**src/rtl/exe_muldiv.sv**
```systemverilog
// Iterative RV64M multiply/divide unit for the execute stage.
// One op at a time: shift-add multiply or restoring divide, one bit per cycle.
module exe_muldiv (
  input  logic        clk,
  input  logic        rst,
  input  logic        muldiv_flush,
  input  logic        muldiv_req,
  input  logic [2:0]  muldiv_funct3,
  input  logic        muldiv_word,
  input  logic [63:0] muldiv_rs1,
  input  logic [63:0] muldiv_rs2,
  input  logic        muldiv_ack,
  output logic        muldiv_ready,
  output logic [63:0] muldiv_result
);

  localparam int unsigned XLEN  = 64;
  localparam int unsigned WLEN  = 32;
  localparam int unsigned PLEN  = 2 * XLEN;
  localparam int unsigned CNT_W = 7;

  typedef enum logic [1:0] {
    S_IDLE = 2'd0,
    S_BUSY = 2'd1,
    S_DONE = 2'd2
  } state_t;

  state_t state, state_nxt;

  logic             in_div, in_sa, in_sb;
  logic [XLEN-1:0]  a_ext, b_ext, mag_a, mag_b, a_min;
  logic             b_zero, ovf, in_special;
  logic [XLEN-1:0]  special_res;

  logic [2:0]       op_f3;
  logic             op_word, op_neg_a, op_neg_b;
  logic [CNT_W-1:0] cnt;
  logic [PLEN-1:0]  acc, mcand;
  logic [XLEN-1:0]  mplier;

  logic [PLEN-1:0]  acc_it, mcand_it, prod_fix;
  logic [XLEN-1:0]  mplier_it, quo_fix, rem_fix, fin_res;
  logic [XLEN:0]    shifted, trial;
  logic             ge;

  logic             load, step, spec_ld, fin_ld;

  // Decode the incoming request: operand extension, magnitudes, special cases
  always_comb begin
    in_div = muldiv_funct3[2];
    in_sa  = (muldiv_funct3 != 3'd3) && (muldiv_funct3 != 3'd5) && (muldiv_funct3 != 3'd7);
    in_sb  = in_sa && (muldiv_funct3 != 3'd2);
    a_ext  = muldiv_rs1;
    b_ext  = muldiv_rs2;
    a_min  = {1'b1, {(XLEN-1){1'b0}}};
    if (muldiv_word) begin
      a_ext = {{WLEN{in_sa & muldiv_rs1[WLEN-1]}}, muldiv_rs1[WLEN-1:0]};
      b_ext = {{WLEN{in_sb & muldiv_rs2[WLEN-1]}}, muldiv_rs2[WLEN-1:0]};
      a_min = {{(WLEN+1){1'b1}}, {(WLEN-1){1'b0}}};
    end
    mag_a = (in_sa && a_ext[XLEN-1]) ? (~a_ext + XLEN'(1)) : a_ext;
    mag_b = (in_sb && b_ext[XLEN-1]) ? (~b_ext + XLEN'(1)) : b_ext;
    b_zero     = (b_ext == '0);
    ovf        = in_div && in_sb && (a_ext == a_min) && (b_ext == '1);
    in_special = in_div && (b_zero || ovf);
    if (b_zero) special_res = muldiv_funct3[1] ? a_ext : '1;
    else        special_res = muldiv_funct3[1] ? '0 : a_ext;
    if (muldiv_word) special_res = {{WLEN{special_res[WLEN-1]}}, special_res[WLEN-1:0]};
  end

  // One iteration of the datapath plus the sign fix-up of its outcome
  always_comb begin
    acc_it    = acc;
    mcand_it  = mcand;
    mplier_it = mplier;
    shifted   = {acc[XLEN-1:0], mplier[XLEN-1]};
    trial     = shifted - {1'b0, mcand[XLEN-1:0]};
    ge        = ~trial[XLEN];
    if (op_f3[2]) begin
      acc_it    = {acc[PLEN-1:XLEN], ge ? trial[XLEN-1:0] : shifted[XLEN-1:0]};
      mplier_it = {mplier[XLEN-2:0], ge};
    end else begin
      acc_it    = mplier[0] ? (acc + mcand) : acc;
      mcand_it  = mcand << 1;
      mplier_it = mplier >> 1;
    end
    prod_fix = (op_neg_a ^ op_neg_b) ? (~acc_it + PLEN'(1)) : acc_it;
    quo_fix  = (op_neg_a ^ op_neg_b) ? (~mplier_it + XLEN'(1)) : mplier_it;
    rem_fix  = op_neg_a ? (~acc_it[XLEN-1:0] + XLEN'(1)) : acc_it[XLEN-1:0];
    if (op_f3[2])              fin_res = op_f3[1] ? rem_fix : quo_fix;
    else if (op_f3[1:0] == '0) fin_res = prod_fix[XLEN-1:0];
    else                       fin_res = prod_fix[PLEN-1:XLEN];
    if (op_word) fin_res = {{WLEN{fin_res[WLEN-1]}}, fin_res[WLEN-1:0]};
  end

  always_ff @(posedge clk) begin
    if (rst) state <= S_IDLE;
    else     state <= state_nxt;
  end

  // Next state; flush overrides both a new request and the ack
  always_comb begin
    state_nxt = state;
    load      = 1'b0;
    step      = 1'b0;
    spec_ld   = 1'b0;
    fin_ld    = 1'b0;
    if (muldiv_flush) begin
      state_nxt = S_IDLE;
    end else begin
      case (state)
        S_IDLE: begin
          if (muldiv_req) begin
            if (in_special) begin
              spec_ld   = 1'b1;
              state_nxt = S_DONE;
            end else begin
              load      = 1'b1;
              state_nxt = S_BUSY;
            end
          end
        end
        S_BUSY: begin
          step = 1'b1;
          if (cnt == CNT_W'(1)) begin
            fin_ld    = 1'b1;
            state_nxt = S_DONE;
          end
        end
        S_DONE: begin
          if (muldiv_ack) state_nxt = S_IDLE;
        end
        default: state_nxt = S_IDLE;
      endcase
    end
  end

  assign muldiv_ready = ~muldiv_req | (state == S_DONE);

  // Operand/iteration registers and the registered result
  always_ff @(posedge clk) begin
    if (rst) begin
      op_f3         <= '0;
      op_word       <= 1'b0;
      op_neg_a      <= 1'b0;
      op_neg_b      <= 1'b0;
      cnt           <= '0;
      acc           <= '0;
      mcand         <= '0;
      mplier        <= '0;
      muldiv_result <= '0;
    end else begin
      if (load) begin
        op_f3    <= muldiv_funct3;
        op_word  <= muldiv_word;
        op_neg_a <= in_sa & a_ext[XLEN-1];
        op_neg_b <= in_sb & b_ext[XLEN-1];
        cnt      <= muldiv_word ? CNT_W'(WLEN) : CNT_W'(XLEN);
        acc      <= '0;
        mcand    <= {{XLEN{1'b0}}, in_div ? mag_b : mag_a};
        if (!in_div)          mplier <= mag_b;
        else if (muldiv_word) mplier <= {mag_a[WLEN-1:0], {WLEN{1'b0}}};
        else                  mplier <= mag_a;
      end
      if (step) begin
        cnt    <= cnt - CNT_W'(1);
        acc    <= acc_it;
        mcand  <= mcand_it;
        mplier <= mplier_it;
      end
      if (spec_ld) muldiv_result <= special_res;
      if (fin_ld)  muldiv_result <= fin_res;
    end
  end

endmodule

```
**config.mk**
```make
export PLATFORM = sky130hd
export DESIGN_NAME = exe_muldiv
export DESIGN_NICKNAME = d
export VERILOG_FILES = /design/src/rtl/exe_muldiv.sv
export SDC_FILE = /design/constraint.sdc
export NUM_CORES = 2
export LEC_CHECK = 0
export CAP_MARGIN = 40
export CORE_MARGIN = 2
export CORE_UTILIZATION = 30
export DETAILED_ROUTE_END_ITERATION = 8
export GPL_TIMING_DRIVEN = 0
export PLACE_DENSITY = 0.55
export SYNTH_ARGS = -nofsm -noshare
export SYNTH_HDL_FRONTEND = slang
export SYNTH_SLANG_ARGS = --single-unit
```
**constraint.sdc**
```tcl
create_clock -name clk -period 14.2 [get_ports clk]
set_input_delay 3.55 -clock clk [delete_from_list [all_inputs] [get_ports clk]]
set_output_delay 3.55 -clock clk [all_outputs]
set_load 0.02 [all_outputs]
```
Word level (Yosys, flattened, before mapping) --
Index checks and enable logic that the tools add are counted. Widths: inputs -> output; s select.
Operators by class: add/subtract/negate cells 8, eq/ne operators 13, multiplexer cells 53, bitwise logic cells 13, reductions and logical operators 18
Operator list (number):
- $mux 64 | 23
- $mux 128 | 8
- $add 64x1->64 const B | 4
- $not 64->64 | 4
- $add 128x1->128 const B | 1
- $add 128x128->128 | 1
- $not 128->128 | 1
- $sub 65x64->65 | 1
- $eq 64x64->1 | 1
- $eq 64x64->1 const B | 1
- $logic_not 64->1 | 1
- $mux 63 | 1
- $mux 7 | 3
- $mux 1 | 13
- $logic_and 1x1->1 | 9
- $mux 2 | 4
- $ne 2x2->1 const B | 4
- $eq 7x1->1 const B | 1
- $sub 7x1->7 const B | 1
- $ne 3x2->1 const B | 2
- $ne 3x3->1 const B | 2
- $pmux 2 s3 | 1
- $and 1x1->1 | 4
- $logic_not 2->1 | 2
- 10 further kinds | 12
Storage, ports and cells: bits in registers 399, input bits 137, output and inout bits 65, word-level logic and storage cells 115

Longest topological paths before layout --
depth in word-level cells 16, depth in mapped cells 25, gate-level depth less buffers 25

Worst setup path before layout --
Ideal clock, no wire load.
path type in2out, start point in muldiv_req, end point out muldiv_ready, arrival 3767 ps, slack 6883 ps, stages 1, path through o21ai_0
On the way: word-level cells in the longest chain between the ends 2
RTL lines:
- start, declared | line 7 | input logic muldiv_req,
- $not 1->1 | line 138 | assign muldiv_ready = ~muldiv_req | (state == S_DONE);
- $or 1x1->1 | line 138
- end, declared | line 13 | output logic muldiv_ready,
Every way passes these cells.

Final worst setup path --
start point in muldiv_rs2[0], end point reg muldiv_result[37]
On the way: word-level cells in the longest chain between the ends 10
RTL lines:
- start, declared | line 11 | input logic [63:0] muldiv_rs2,
- $mux 64 (*) | line 56 | if (muldiv_word) begin
- $eq 64x64->1 | line 64 | ovf = in_div && in_sb && (a_ext == a_min) && (b_ext == '1);
- $logic_and 1x1->1 | line 64
- $logic_or 1x1->1 | line 65 | in_special = in_div && (b_zero || ovf);
- $logic_and 1x1->1 | line 65
- $mux 1 | line 114 | if (in_special) begin
- $mux 1 | line 113 | if (muldiv_req) begin
- $mux 1 | line 111 | case (state)
- $mux 1 | line 108 | if (muldiv_flush) begin
- $reduce_bool 2->1 (no line)
- end signal, assigned | line 171 | if (spec_ld) muldiv_result <= special_res;
- end signal, assigned | line 172 | if (fin_ld) muldiv_result <= fin_res;
- end, declared | line 14 | output logic [63:0] muldiv_result
Every way passes the cells marked *; elsewhere a longest branch is shown, timed or not. The select of a mux whose other input is x is not followed. A chain may end at the register's enable or synchronous reset.

==> results.sh <==
export IMPL_outcome="finished clean"
export IMPL_std_cell_rows=147
export IMPL_cp_common_cell="nand2_1"
export IMPL_nNetsFinal=8173
export IMPL_cts_max_level=2
export IMPL_io_buffers=195
export IMPL_hold_depth=2
export IMPL_drt_wl_total_mm=402
export IMPL_insertion_delay_ns=0.73
export IMPL_synthArstFlopShare_pct=0
export IMPL_avgSynthCellArea_sq_um=6.63
export IMPL_critical_path_cell_chain="clkdlybuf4s50_1, inv_1, ha_1, or3b_2, nor4_1, nand2_1, nor2_1, nand2b_1, clkbuf_1, a21oi_1, buf_4, nand2_1, nand2_1, nand2b_1, a2111oi_0, o311ai_0, a211oi_1, o221ai_1, o211ai_1"
export IMPL_cts_inserted_buffers=52
export IMPL_postRouteAntennaNets=0
export IMPL_final_cell_area_sq_um=58000
export IMPL_synth_edff_count=0
export IMPL_cp_top_family="simple AND/OR/NAND/NOR gates"
export IMPL_grt_antenna_before_repair=30
export IMPL_final_setup_skew_ns=0.0507
export IMPL_multi_input_area_sq_um=37800
export IMPL_place_congestion=1.10
export IMPL_setup_tns_ns=0
export IMPL_ys_warn_count=0
export IMPL_ios=202
export IMPL_path_class="in2reg"
export IMPL_dr_pass1_iters=8
export IMPL_power_leakage_nw=20.6
export IMPL_r2r_start="mplier[63]"
export IMPL_gr_total_overflow=0
export IMPL_viasPerCell=6.62
export IMPL_powerDensity_nw_per_um2=79.6
export IMPL_rr_worst_depth=24
export IMPL_die_h_um=406
export IMPL_place_area_sq_um=56100
export IMPL_crit_fanout=10
export IMPL_drc=0
export IMPL_min_path_type="reg2reg"
export IMPL_netlist_instances=7293
export IMPL_ys_types=118
export IMPL_first_iter_violations=10300
export IMPL_path_buf_inv=4
export IMPL_min_from="muldiv_result[43]"
export IMPL_syn_area_sq_um=48400
export IMPL_cts_sinks=399
export IMPL_setup_viol=0
export IMPL_ys_flop_type="dfxtp_1"
export IMPL_cts_tree="built"
export IMPL_hold_violations=0
export IMPL_worstMarginPinSlew_ns=1.29
export IMPL_drv_slew=0
export IMPL_cp_required_ns=14.81
export IMPL_yosysMostFrequentCell="a21oi_1"
export IMPL_synth_top_area_share_pct=16.5
export IMPL_clockBufferDepth=3
export IMPL_core_area_sq_um=160000
export IMPL_slowest_delay_ns=0.87
export IMPL_die_x_um=406
export IMPL_grt_pass1_vias=60800
export IMPL_synth_area_top_cells="dfxtp_1 (17%), a21oi_1 (9.0%), nor2_1 (6.8%), nand2_1 (6.4%), ha_1 (5.1%)"
export IMPL_max_slew_margin_pct=14.0
export IMPL_rsz0062_at_grt="no"
export IMPL_initial_utilization_pct=30.2
export IMPL_synth_seq_cells=399
export IMPL_period_needed_ns=10.18
export IMPL_yosysSeqAreaShare_pct=16.5
export IMPL_worstPathArrival_ns=10.79
export IMPL_r2r_end="muldiv_result[52]"
export IMPL_fp_dieArea_sq_um=164000
export IMPL_yosys_top_cells_count="a21oi_1 (874), nor2_1 (871), nand2_1 (819), o21ai_0 (449), clkbuf_1 (439)"
export IMPL_drv_cap=0
export IMPL_cp_end_kind="flop"
export IMPL_vias=66700
export IMPL_r2r_slack_ns=4.33
export IMPL_layout_drive_gt1_share_pct=7.36
export IMPL_synth_area_leader_cell="dfxtp_1"
export IMPL_sequential_cell_area_sq_um=7990
export IMPL_fmax_mhz=98.2
export IMPL_grt_max_degree=15
export IMPL_min_to="muldiv_result[43]"
export IMPL_grtUsageTotal_pct=47.0
export IMPL_fillers=17600
export IMPL_grt_pass1_wl_mm=533
export IMPL_area_delta_synth_final_pct=20.0
export IMPL_post_cts_resized=0
export IMPL_post_route_period_util_pct=71.7
export IMPL_startpoint_type="input pin"
export IMPL_post_cts_repair_setup_buffers=0
export IMPL_holdBufCountCts=0
export IMPL_hold_slack_ns=0.469
export IMPL_wl_per_cell_um=40.0
export IMPL_clk_pin_slew_ns=0.06
export IMPL_syn_nets=7630
export IMPL_cp_slowest_cell="a2111oi_0"
export IMPL_ir_drop_v=0.0000925
export IMPL_cts_root_buf="clkbuf_16"
export IMPL_dp_hpwl_mm=344
[per-layer routing]
layer	GRT usage, %	vias to the layer above	wire, um
met5	0	-	51
met4	32.2	8	34000
met3	12.1	1067	43600
met2	69.3	4711	164000
met1	59.6	32500	160000
li1	-	28300	-
[cell usage in the layout (no fill, tap or decap), drive strengths merged, types with 166 or more instances in the layout]
master | synthesis | routed
nand3 | 257 | 257
dfxtp | 399 | 399
a21oi | 877 | 877
xnor2 | 207 | 207
clkdlybuf4s50 | 0 | 195
buf | 104 | 390
clkbuf | 443 | 516
nor2 | 871 | 871
o21ai | 478 | 478
nor3 | 225 | 225
a211oi | 234 | 234
nand4 | 172 | 172
nand2 | 820 | 820
inv | 161 | 166
ha | 198 | 198
xor2 | 178 | 178
[logic make-up after synthesis]
kind of cell / Yosys count / synth area share [%]
buffers and inverters: 710 / 5.80
flip-flops: 399 / 16.5
XOR/XNOR: 385 / 6.97
AO/OA/AOI/OAI: 2594 / 34.4
adder cells (fa/ha/maj): 217 / 5.56
multiplexers: 143 / 3.04
AND/OR/NAND/NOR: 2845 / 27.7
[cell type report]
| cell class | instances | area share, % |
|---|---|---|
| Antenna cell | 25 | 0.108 |
| Inverter | 163 | 1.05 |
| Sequential cell | 399 | 13.8 |
| Clock inverter | 25 | 0.532 |
| Multi-Input combinational cell | 6184 | 65.1 |
| Timing Repair Buffer | 489 | 8.40 |
| Clock buffer | 72 | 2.60 |
| Tap cell | 2160 | 4.66 |
| Buffer | 547 | 3.79 |
[registers in the layout, indices dropped and copies added, names as in the netlist]
register       cells
state              2
op_neg_b           1
muldiv_result     64
mcand            128
mplier            64
acc              128
cnt                7
op_word            1
op_neg_a           1
op_f3              3
[worst max-delay path by stage]
stage | slack (ns) | cells after the start | endpoint | start
6_report | 4.02 | 19 | muldiv_result[37] | muldiv_rs2[0]
3_3_place_gp | 2.64 | 20 | muldiv_result[44] | mplier[63]
5_1_grt | 4.01 | 19 | muldiv_result[37] | muldiv_rs2[0]
2_1_floorplan | 6.88 | 1 | muldiv_ready | muldiv_req
3_5_place_dp | 3.73 | 20 | muldiv_result[58] | muldiv_rs2[0]
4_1_cts | 4.41 | 20 | muldiv_result[58] | muldiv_rs2[0]
[where the power goes]
part           total [W]  internal, W  switching (W)
registers        0.00120      0.00115      0.0000501
clock network    0.00148     0.000837       0.000639
logic            0.00195     0.000520        0.00143
[worst reg2reg max path, stage by stage (launching register included)]
cell and delay [ns]:
dfxtp_1 0.48, inv_1 0.18, ha_1 0.25, fa_1 0.39, nand2b_1 0.21, a21oi_1 0.37
o21a_1 0.60, o211ai_1 0.35, a21o_1 0.50, a211oi_2 0.50, buf_6 0.29, buf_6 0.26
buf_6 0.25, a31oi_1 0.14, a21oi_2 0.73, nor4b_4 0.47, nand3_1 0.51, nor3_1 0.46
buf_2 0.29, clkbuf_1 0.67, nand4_1 0.51, o31ai_1 0.42, xor2_1 0.52, o21ai_0 0.30
o211ai_1 0.15
[stage by stage]
step	cells	utilization (%)	power, W	setup WS, ns
2_1_floorplan	7293	-	0.00209	6.88
3_3_place_gp	9648	33.1	0.00296	2.64
3_5_place_dp	9928	35.0	0.00305	3.73
4_1_cts	10000	36.1	0.00451	4.41
5_1_grt	10000	36.2	0.00467	4.01
6_report	10100	36.2	0.00462	4.02
(Power assumes the default switching activity.)
